`config.mk`:
```
export PLATFORM = sky130hd
export DESIGN_NAME = morse_tx
export DESIGN_NICKNAME = d
export VERILOG_FILES = /design/src/rtl/morse_pkg.sv /design/src/rtl/morse_lut.sv /design/src/rtl/morse_tx.sv
export SDC_FILE = /design/constraint.sdc
export NUM_CORES = 1
export LEC_CHECK = 0
export CORE_MARGIN = 4
export CORE_UTILIZATION = 35
export DETAILED_ROUTE_END_ITERATION = 12
export GPL_TIMING_DRIVEN = 0
export PLACE_DENSITY_LB_ADDON = 0.12
export RECOVER_POWER = 100
export SLEW_MARGIN = 10
export SYNTH_ARGS = -nofsm -noshare
export SYNTH_HDL_FRONTEND = slang
export SYNTH_SLANG_ARGS = --single-unit
```
`constraint.sdc`:
```
create_clock -name clk -period 6.5 [get_ports clk]
set_input_delay 1.3 -clock clk [delete_from_list [all_inputs] [get_ports clk]]
set_output_delay 1.3 -clock clk [all_outputs]
set_load 0.01 [all_outputs]
```
`src/rtl/morse_pkg.sv`:
```
// Shared types and constants for the Morse transmitter.
package morse_pkg;

  localparam int unsigned CH_W  = 7;
  localparam int unsigned LEN_W = 3;
  localparam int unsigned PAT_W = 5;

  typedef enum logic [2:0] {
    ST_IDLE  = 3'd0,
    ST_MARK  = 3'd1,
    ST_SPACE = 3'd2,
    ST_CGAP  = 3'd3,
    ST_WGAP  = 3'd4
  } state_e;

  // Element lengths in Morse units
  localparam logic [LEN_W-1:0] LEN_DOT  = 3'd1;
  localparam logic [LEN_W-1:0] LEN_DASH = 3'd3;
  localparam logic [LEN_W-1:0] LEN_IGAP = 3'd1;
  localparam logic [LEN_W-1:0] LEN_CGAP = 3'd3;
  localparam logic [LEN_W-1:0] LEN_WGAP = 3'd7;

  // Code entry: symbol i is pattern[PAT_W-1-i], 1 = dash
  typedef struct packed {
    logic [LEN_W-1:0] len;
    logic [PAT_W-1:0] pattern;
    logic             valid;
    logic             is_space;
  } code_t;

  function automatic code_t mk_code(input logic [LEN_W-1:0] len, input logic [PAT_W-1:0] pat);
    code_t c;
    c.len      = len;
    c.pattern  = pat;
    c.valid    = 1'b1;
    c.is_space = 1'b0;
    return c;
  endfunction

endpackage

```
`src/rtl/morse_lut.sv`:
```
// Combinational ASCII to Morse code-entry lookup.
module morse_lut
  import morse_pkg::*;
(
  input  logic [CH_W-1:0] ch_i,
  output code_t           code_c
);

  logic [CH_W-1:0] up;

  // Fold lowercase to uppercase, then table lookup
  always_comb begin
    up     = ch_i;
    code_c = '0;
    if (ch_i >= 7'h61 && ch_i <= 7'h7A) up = ch_i - 7'h20;
    case (up)
      7'h20: code_c.is_space = 1'b1;
      7'h30: code_c = mk_code(3'd5, 5'b11111);
      7'h31: code_c = mk_code(3'd5, 5'b01111);
      7'h32: code_c = mk_code(3'd5, 5'b00111);
      7'h33: code_c = mk_code(3'd5, 5'b00011);
      7'h34: code_c = mk_code(3'd5, 5'b00001);
      7'h35: code_c = mk_code(3'd5, 5'b00000);
      7'h36: code_c = mk_code(3'd5, 5'b10000);
      7'h37: code_c = mk_code(3'd5, 5'b11000);
      7'h38: code_c = mk_code(3'd5, 5'b11100);
      7'h39: code_c = mk_code(3'd5, 5'b11110);
      7'h41: code_c = mk_code(3'd2, 5'b01000);
      7'h42: code_c = mk_code(3'd4, 5'b10000);
      7'h43: code_c = mk_code(3'd4, 5'b10100);
      7'h44: code_c = mk_code(3'd3, 5'b10000);
      7'h45: code_c = mk_code(3'd1, 5'b00000);
      7'h46: code_c = mk_code(3'd4, 5'b00100);
      7'h47: code_c = mk_code(3'd3, 5'b11000);
      7'h48: code_c = mk_code(3'd4, 5'b00000);
      7'h49: code_c = mk_code(3'd2, 5'b00000);
      7'h4A: code_c = mk_code(3'd4, 5'b01110);
      7'h4B: code_c = mk_code(3'd3, 5'b10100);
      7'h4C: code_c = mk_code(3'd4, 5'b01000);
      7'h4D: code_c = mk_code(3'd2, 5'b11000);
      7'h4E: code_c = mk_code(3'd2, 5'b10000);
      7'h4F: code_c = mk_code(3'd3, 5'b11100);
      7'h50: code_c = mk_code(3'd4, 5'b01100);
      7'h51: code_c = mk_code(3'd4, 5'b11010);
      7'h52: code_c = mk_code(3'd3, 5'b01000);
      7'h53: code_c = mk_code(3'd3, 5'b00000);
      7'h54: code_c = mk_code(3'd1, 5'b10000);
      7'h55: code_c = mk_code(3'd3, 5'b00100);
      7'h56: code_c = mk_code(3'd4, 5'b00010);
      7'h57: code_c = mk_code(3'd3, 5'b01100);
      7'h58: code_c = mk_code(3'd4, 5'b10010);
      7'h59: code_c = mk_code(3'd4, 5'b10110);
      7'h5A: code_c = mk_code(3'd4, 5'b11000);
      default: code_c = '0;
    endcase
  end

endmodule

```
`src/rtl/morse_tx.sv`:
```
// Morse keyer: accepts one byte per ready/ack handshake and keys it on morse_out.
module morse_tx
  import morse_pkg::*;
#(
  parameter int unsigned N           = 8,
  parameter int unsigned UNIT_CYCLES = 10_000_000
) (
  input  logic         clk,
  input  logic         rst_l,
  input  logic         ready,
  input  logic [N-1:0] d_in,
  output logic         ack,
  output logic         morse_out,
  output logic         busy
);

  localparam int unsigned TW = (UNIT_CYCLES > 2) ? $clog2(UNIT_CYCLES) : 1;

  state_e           state_q, state_d;
  logic [TW-1:0]    timer_q, timer_d;
  logic [LEN_W-1:0] units_q, units_d;
  logic [LEN_W-1:0] sym_q, sym_d;
  logic [CH_W-1:0]  data_q, data_d;
  logic             ack_q, ack_d;
  logic             morse_out_q, morse_out_d;
  logic             busy_q, busy_d;

  logic             accept;
  code_t            code_c;
  logic [LEN_W-1:0] elem_len;
  logic [LEN_W-1:0] bit_idx;
  logic             tick;
  logic             elem_done;
  logic             last_sym;

  if (N > CH_W) begin : g_hi
    logic unused_hi;
    assign unused_hi = ^d_in[N-1:CH_W];
  end

  // Decode the byte being latched (d_in on acceptance, held byte otherwise)
  morse_lut u_lut (
    .ch_i   (data_d),
    .code_c (code_c)
  );

  // Handshake: latch byte on acceptance; ack held until ready is seen low
  always_comb begin
    accept = (state_q == ST_IDLE) && ready && !ack_q;
    data_d = data_q;
    ack_d  = ack_q;
    if (accept) data_d = d_in[CH_W-1:0];
    if (ack_q)       ack_d = ready;
    else if (accept) ack_d = 1'b1;
  end

  // Next-state, unit timer and symbol sequencing
  always_comb begin
    state_d     = state_q;
    sym_d       = sym_q;
    timer_d     = timer_q;
    units_d     = units_q;
    elem_len    = LEN_DOT;
    bit_idx     = 3'd4 - sym_q;
    tick        = (timer_q == TW'(UNIT_CYCLES - 1));
    last_sym    = (sym_q == code_c.len - 3'd1);
    case (state_q)
      ST_MARK:  elem_len = code_c.pattern[bit_idx] ? LEN_DASH : LEN_DOT;
      ST_SPACE: elem_len = LEN_IGAP;
      ST_CGAP:  elem_len = LEN_CGAP;
      ST_WGAP:  elem_len = LEN_WGAP;
      default:  elem_len = LEN_DOT;
    endcase
    elem_done = tick && (units_q == elem_len - 3'd1);

    case (state_q)
      ST_IDLE: begin
        if (accept) begin
          if (code_c.valid) begin
            state_d = ST_MARK;
            sym_d   = '0;
          end else if (code_c.is_space) begin
            state_d = ST_WGAP;
          end
        end
      end
      ST_MARK:  if (elem_done) state_d = last_sym ? ST_CGAP : ST_SPACE;
      ST_SPACE: begin
        if (elem_done) begin
          state_d = ST_MARK;
          sym_d   = sym_q + 3'd1;
        end
      end
      ST_CGAP:  if (elem_done) state_d = ST_IDLE;
      ST_WGAP:  if (elem_done) state_d = ST_IDLE;
      default:  state_d = ST_IDLE;
    endcase

    if (state_d != state_q) begin
      timer_d = '0;
      units_d = '0;
    end else if (state_q != ST_IDLE) begin
      timer_d = tick ? '0 : timer_q + TW'(1);
      units_d = tick ? units_q + 3'd1 : units_q;
    end

    morse_out_d = (state_d == ST_MARK);
    busy_d      = (state_d != ST_IDLE);
  end

  // State and output registers, synchronous active-low reset
  always_ff @(posedge clk) begin
    if (!rst_l) begin
      state_q     <= ST_IDLE;
      timer_q     <= '0;
      units_q     <= '0;
      sym_q       <= '0;
      data_q      <= '0;
      ack_q       <= 1'b0;
      morse_out_q <= 1'b0;
      busy_q      <= 1'b0;
    end else begin
      state_q     <= state_d;
      timer_q     <= timer_d;
      units_q     <= units_d;
      sym_q       <= sym_d;
      data_q      <= data_d;
      ack_q       <= ack_d;
      morse_out_q <= morse_out_d;
      busy_q      <= busy_d;
    end
  end

  assign ack       = ack_q;
  assign morse_out = morse_out_q;
  assign busy      = busy_q;

endmodule

```
# Yosys cells after proc, flatten, opt, wreduce, memory -nomap -nowiden

Index checks and enable logic that the tools add are counted.

Register bits: 43
Input bits: 11
Output and inout bits: 3
Word-level logic and storage cells: 104

Add/sub/neg operators: 7
Magnitude comparators: 3
Equality and inequality tests: 49
Multiplexer cells: 23
Bitwise operators: 1
Reduce and logical (&&, ||, !) cells: 13

Operators with widths:

| operator                | count |
|---|---|
| $pmux W9 S36            | 1 |
| $eq A7 B7 Y1 const B    | 26 |
| $eq A7 B6 Y1 const B    | 11 |
| $mux W3                 | 9 |
| $add A24 B1 Y24 const B | 1 |
| $eq A24 B24 Y1 const B  | 1 |
| $mux W24                | 1 |
| $mux W7                 | 2 |
| $pmux W3 S4             | 1 |
| $pmux W3 S3             | 1 |
| $ge A7 B7 Y1 const B    | 1 |
| $le A7 B7 Y1 const B    | 1 |
| $sub A7 B6 Y7 const B   | 1 |
| $add A3 B1 Y3 const B   | 2 |
| $eq A3 B1 Y1 const B    | 2 |
| $eq A3 B2 Y1 const B    | 2 |
| $eq A3 B3 Y1            | 2 |
| $ne A2 B2 Y1 const B    | 3 |
| $pmux W3 S2             | 1 |
| $reduce_bool A3 Y1      | 2 |
| $sub A3 B1 Y3 const B   | 2 |
| $mux W1                 | 5 |
| $logic_and A1 B1 Y1     | 4 |
| $lt A3 B4 Y1 const B    | 1 |
| other kinds (12)        | 13 |

# Longest topological paths before layout

Depth after elaboration: 20
Mapped depth: 22

# Cells and area by module

From an unflattened synthesis, not the netlist that was laid out.

Cells, all modules: 373
Area, all modules: 2,952.8 um^2

By module, submodules not included:

| module    | instances | cells an instance | area an instance (um^2) | sequential area each (um^2) |
|---|---|---|---|---|
| morse_tx  | 1         | 267               | 2,333.5                 | 860.8 |
| morse_lut | 1         | 106               | 619.3                   | 0.0 |

# Worst setup path after synthesis

OpenSTA, ideal clock, no wires.

Kind: input to register
Start: input port ready
End: register units_q[0]
Library setup time: 103 ps
Arrival time: 4,896 ps
Path slack: 1,501 ps
Stages: 19
Buffers on the path: 4
Cell sequence: nor2b_1 -> nand2_2 -> buf_2 -> buf_1 -> buf_2 -> nand2_1 -> nand2_1 -> ha_1 -> o2111ai_1 -> a31oi_1 -> mux2_2 -> o211ai_2 -> a31oi_1 -> a222oi_1 -> o211ai_1 -> or3_1 -> buf_6 -> o21a_4 -> a2111oi_2

Longest elaborated chain between the ends: 19

RTL lines:

| item                                         | RTL line        | RTL |
|---|---|---|
| start, declared                              | morse_tx.sv:10  | `input logic ready,` |
| $logic_and A1 B1 Y1 * (2 in a row)           | morse_tx.sv:49  | `accept = (state_q == ST_IDLE) && ready && !ack_q;` |
| $mux W7 *                                    | morse_tx.sv:52  | `if (accept) data_d = d_in[CH_W-1:0];` |
| via data_d[6]                                | morse_tx.sv:23  | `logic [CH_W-1:0] data_q, data_d;` |
| $ge A7 B7 Y1 or $le A7 B7 Y1 (tied branches) | morse_lut.sv:15 | `if (ch_i >= 7'h61 && ch_i <= 7'h7A) up = ch_i - 7'h20;` |
| $logic_and A1 B1 Y1                          | morse_lut.sv:15 |  |
| $mux W7 *                                    | morse_lut.sv:15 |  |
| $eq A7 B7 Y1 or $eq A7 B6 Y1 (tied branches) | morse_lut.sv:16 | `case (up)` |
| $pmux W9 S36                                 | morse_lut.sv:16 |  |
| (+3 left out)                                | --              |  |
| $pmux W3 S3                                  | morse_tx.sv:67  | `case (state_q)` |
| $sub A3 B1 Y3                                | morse_tx.sv:74  | `elem_done = tick && (units_q == elem_len - 3'd1);` |
| $eq A3 B3 Y1                                 | morse_tx.sv:74  |  |
| $logic_and A1 B1 Y1                          | morse_tx.sv:74  |  |
| $mux W3, on equally long branches            | --              |  |
| $pmux W3 S4 *                                | morse_tx.sv:76  | `case (state_q)` |
| $ne A3 B3 Y1 *                               | morse_tx.sv:99  | `if (state_d != state_q) begin` |
| $reduce_or A2 Y1 (no source line) *          | --              |  |
| end signal, assigned                         | morse_tx.sv:125 | `units_q <= units_d;` |
| end, declared                                | morse_tx.sv:21  | `logic [LEN_W-1:0] units_q, units_d;` |

Mark *: on every way through the listed nets, which the timed path passes. The rest lies on a longest branch. The select of a mux whose other input is x is not followed.
A chain may end at the register's enable or synchronous reset.

# Final worst setup path

Same ends and word-level chain as after synthesis.

==> impl_metrics.csv <==
group,metric,value,unit
synth,ys_top_cells_by_area,"dfxtp_1 (22%), nand2_1 (5.9%), xor2_1 (5.7%), nor2_1 (4.0%), xnor2_1 (3.0%)",
global_route,grt_usage,0.197,
drt,wirelength,12500,um
synth,avgSynthCellArea,7.57,um^2
global_route,grt_antenna_before_repair,0,
drt,ant_nets,0,
clocking,cts_buffer_depth,2,
clocking,clk_latency,310,ps
drt,avgViaCountPerCell,6.00,
layout,drive_gt1_frac,0.108,
layout,nets,544,
synth,synth.distinct_cells,75,
timing,finalSetupTns,0,ps
timing,setup_ws,320,ps
synth,async_flop_share,0,
clocking,post_cts_resized,0,
timing,fin_worst_skew,13.0,ps
global_route,grt_max_degree,17,
drt,vias,4007,
synth,yosys.area.top_type_share,0.224,
setup_path,reg2reg_depth,20,
floorplanning,num_rows,38,
synth,synth_edf_count,0,
floorplanning,die_area,12700,um^2
clocking,cts_tree,"yes",
setup_path,end_kind,"flip-flop",
layout,diodes,0,
timing,finalHoldViolations,0,
synth,synth-main-ff-cell,"dfxtp_1",
power,totalPowerFinal,750,uW
synth,synth_common_cells,"nand2_1 (61), dfxtp_1 (43), nor2_1 (41), xor2_1 (25), a21oi_1 (20)",
min_path,holdCritPathClass,"reg2reg",
synth,ys_ff_latch,43,
timing,min_period,6180,ps
setup_path,critPathKind,"in2reg",
setup_path,worstReg2RegStart,"state_q[1]",
timing,rsz0062_at_grt,"no",
global_route,grt_pass1_wl,20300,um
power,irDropWorstVdd,0.0000885,V
timing,timing.hold.ws,501,ps
layout,area_growth,9.68,%
timing,worst_slew_margin_rel,0.429,
clocking,cts_setup_buffers,0,
clocking,numCtsBuffers,5,
setup_path,critPathLaunchType,"input pin",
floorplanning,die_w,113,um
timing,max_slew.worst_pin.slew,836,ps
drt,wl_per_cell,18.8,um
placed_design,dp_slack,-40.4,ps
setup_path,cp_max_fo,10,
synth,synth_area_leader_cell,"dfxtp_1",
global_route,overflow,0,
min_path,hp-start,"timer_q[1]",
floorplanning,core_area,10800,um^2
min_path,hold_depth,2,
timing,finalMaxSlewViolations,0,
power,p_leak,1.46,nW
floorplanning,die_h,113,um
layout,fill_cells,1127,
placed_design,routabilityCongestion,0.963,
placed_design,hpwl,9490,um
status,status,"completed",
drt,drcViolationCount,0,
power,cellPowerDensity,177,nW/um^2
timing,period_share,0.951,
clocking,cts_sinks,43,
clocking,ctsHtreeMaxLevel,2,
synth,synth_cells,509,
setup_path,cp_data_required_time,6700,ps
synth,yosysWarnings,0,
setup_path,rrSetupSlack,1100,ps
setup_path,reg2reg_to,"units_q[0]",
placed_design,placedCellCount,660,
timing,setup_viol,0,
drt,firstDrtPassIters,6,
run,cap_violations,0,
synth,synth.yosys.seq_area_share,0.224,
synth,yosysMostFrequentCell,"nand2_1",
clocking,path_clk_slew,100,ps
layout,layout.cells.non_filler,668,
drt,drt_iter0_drc,270,
setup_path,cp.arrival,6380,ps
placed_design,port_buffers,11,
clocking,clockRootBuffer,"clkbuf_8",
placed_design,postPlaceCellArea,4140,um^2
floorplanning,initial_core_util,0.357,
global_route,first_global_vias,3833,
layout,utilization,0.391,
min_path,holdPathEnd,"timer_q[1]",
synth,netlist_area,3850,um^2
synth,syn_nets,526,
layout,fin_area,4220,um^2
floorplanning,io_pins,14,
clocking,holdBufCountCts,0,
timing,fmax,162,MHz
flip-flops by register name, indices dropped and copies added (netlist names):
register   flops
morse_out      1
busy           1
state_q        3
sym_q          3
units_q        3
data_q         7
ack            1
timer_q       24
power breakdown:
part | switching [mW] | leakage, nW | internal [mW]
Sequential | 0.00824 | 0.348 | 0.271
Clock | 0.114 | 0.0491 | 0.0794
Combinational | 0.177 | 1.06 | 0.0995
Total | 0.299 | 1.46 | 0.450
routing by layer:
layer	wire length, um	vias up	global-route usage
li1	-	1940	-
met1	5270	1891	0.247
met2	6080	136	0.332
met3	625	40	0.0262
met4	547	0	0.0938
met5	0	-	0
placed cells by master, fill, tap and decap left out, drive strengths merged, types with 6 or more instances in the layout:
cell type,instances
and3,11
mux2i,6
o22ai,7
ha,6
o211ai,13
a31oi,14
nor2b,6
a21boi,7
nand2,62
xor2,25
nor3,17
clkdlybuf4s50,7
xnor2,13
nor4,7
nand2b,10
o21ai,15
clkbuf,27
and2,7
a21oi,20
nor2,42
buf,15
inv,14
or2,9
dfxtp,43
nand3,14
nand4,13
logic make-up after synthesis:
kind of cell    count (synthesis)  synth area share
compound gates                129             0.251
xor+xnor                       38            0.0864
fa+ha+maj                       6            0.0195
buf+inv                        49            0.0575
flops                          43             0.224
mux                            10            0.0273
simple gates                  234             0.335
critical path: stages:
cell,delay (ps)
clkdlybuf4s50_1,490
nor2b_2,330
nand2_2,130
buf_2,240
clkbuf_1,290
buf_2,300
nand2_1,90
nand2_1,70
ha_1,250
o2111ai_1,130
a31oi_1,100
mux2_2,340
o211ai_2,460
o211ai_1,250
a222oi_1,430
o211ai_1,150
or3_1,340
buf_6,150
o21a_4,200
a2111oi_0,340
worst max path at each step:
stage | from | end | slack, ps | cells after the start
floorplan | ready | units_q[0] | 1500 | 19
global placement | ready | units_q[1] | 10 | 20
detailed placement | ready | units_q[1] | -40 | 20
CTS | ready | units_q[1] | 270 | 20
global route | ready | units_q[2] | 40 | 20
finish | ready | units_q[0] | 320 | 20
final cells by class:
cell class                      instances  area (um^2)  share of cell area
Tap cell                              140          175              0.0415
Clock inverter                          3         26.3             0.00622
Inverter                               12         45.0              0.0107
Buffer                                 37          176              0.0418
Timing Repair Buffer                   11          110              0.0261
Sequential cell                        43          861               0.204
Multi-Input combinational cell        417         2760               0.654
Clock buffer                            5         68.8              0.0163
Note: power is estimated with default switching activity, not from simulation.
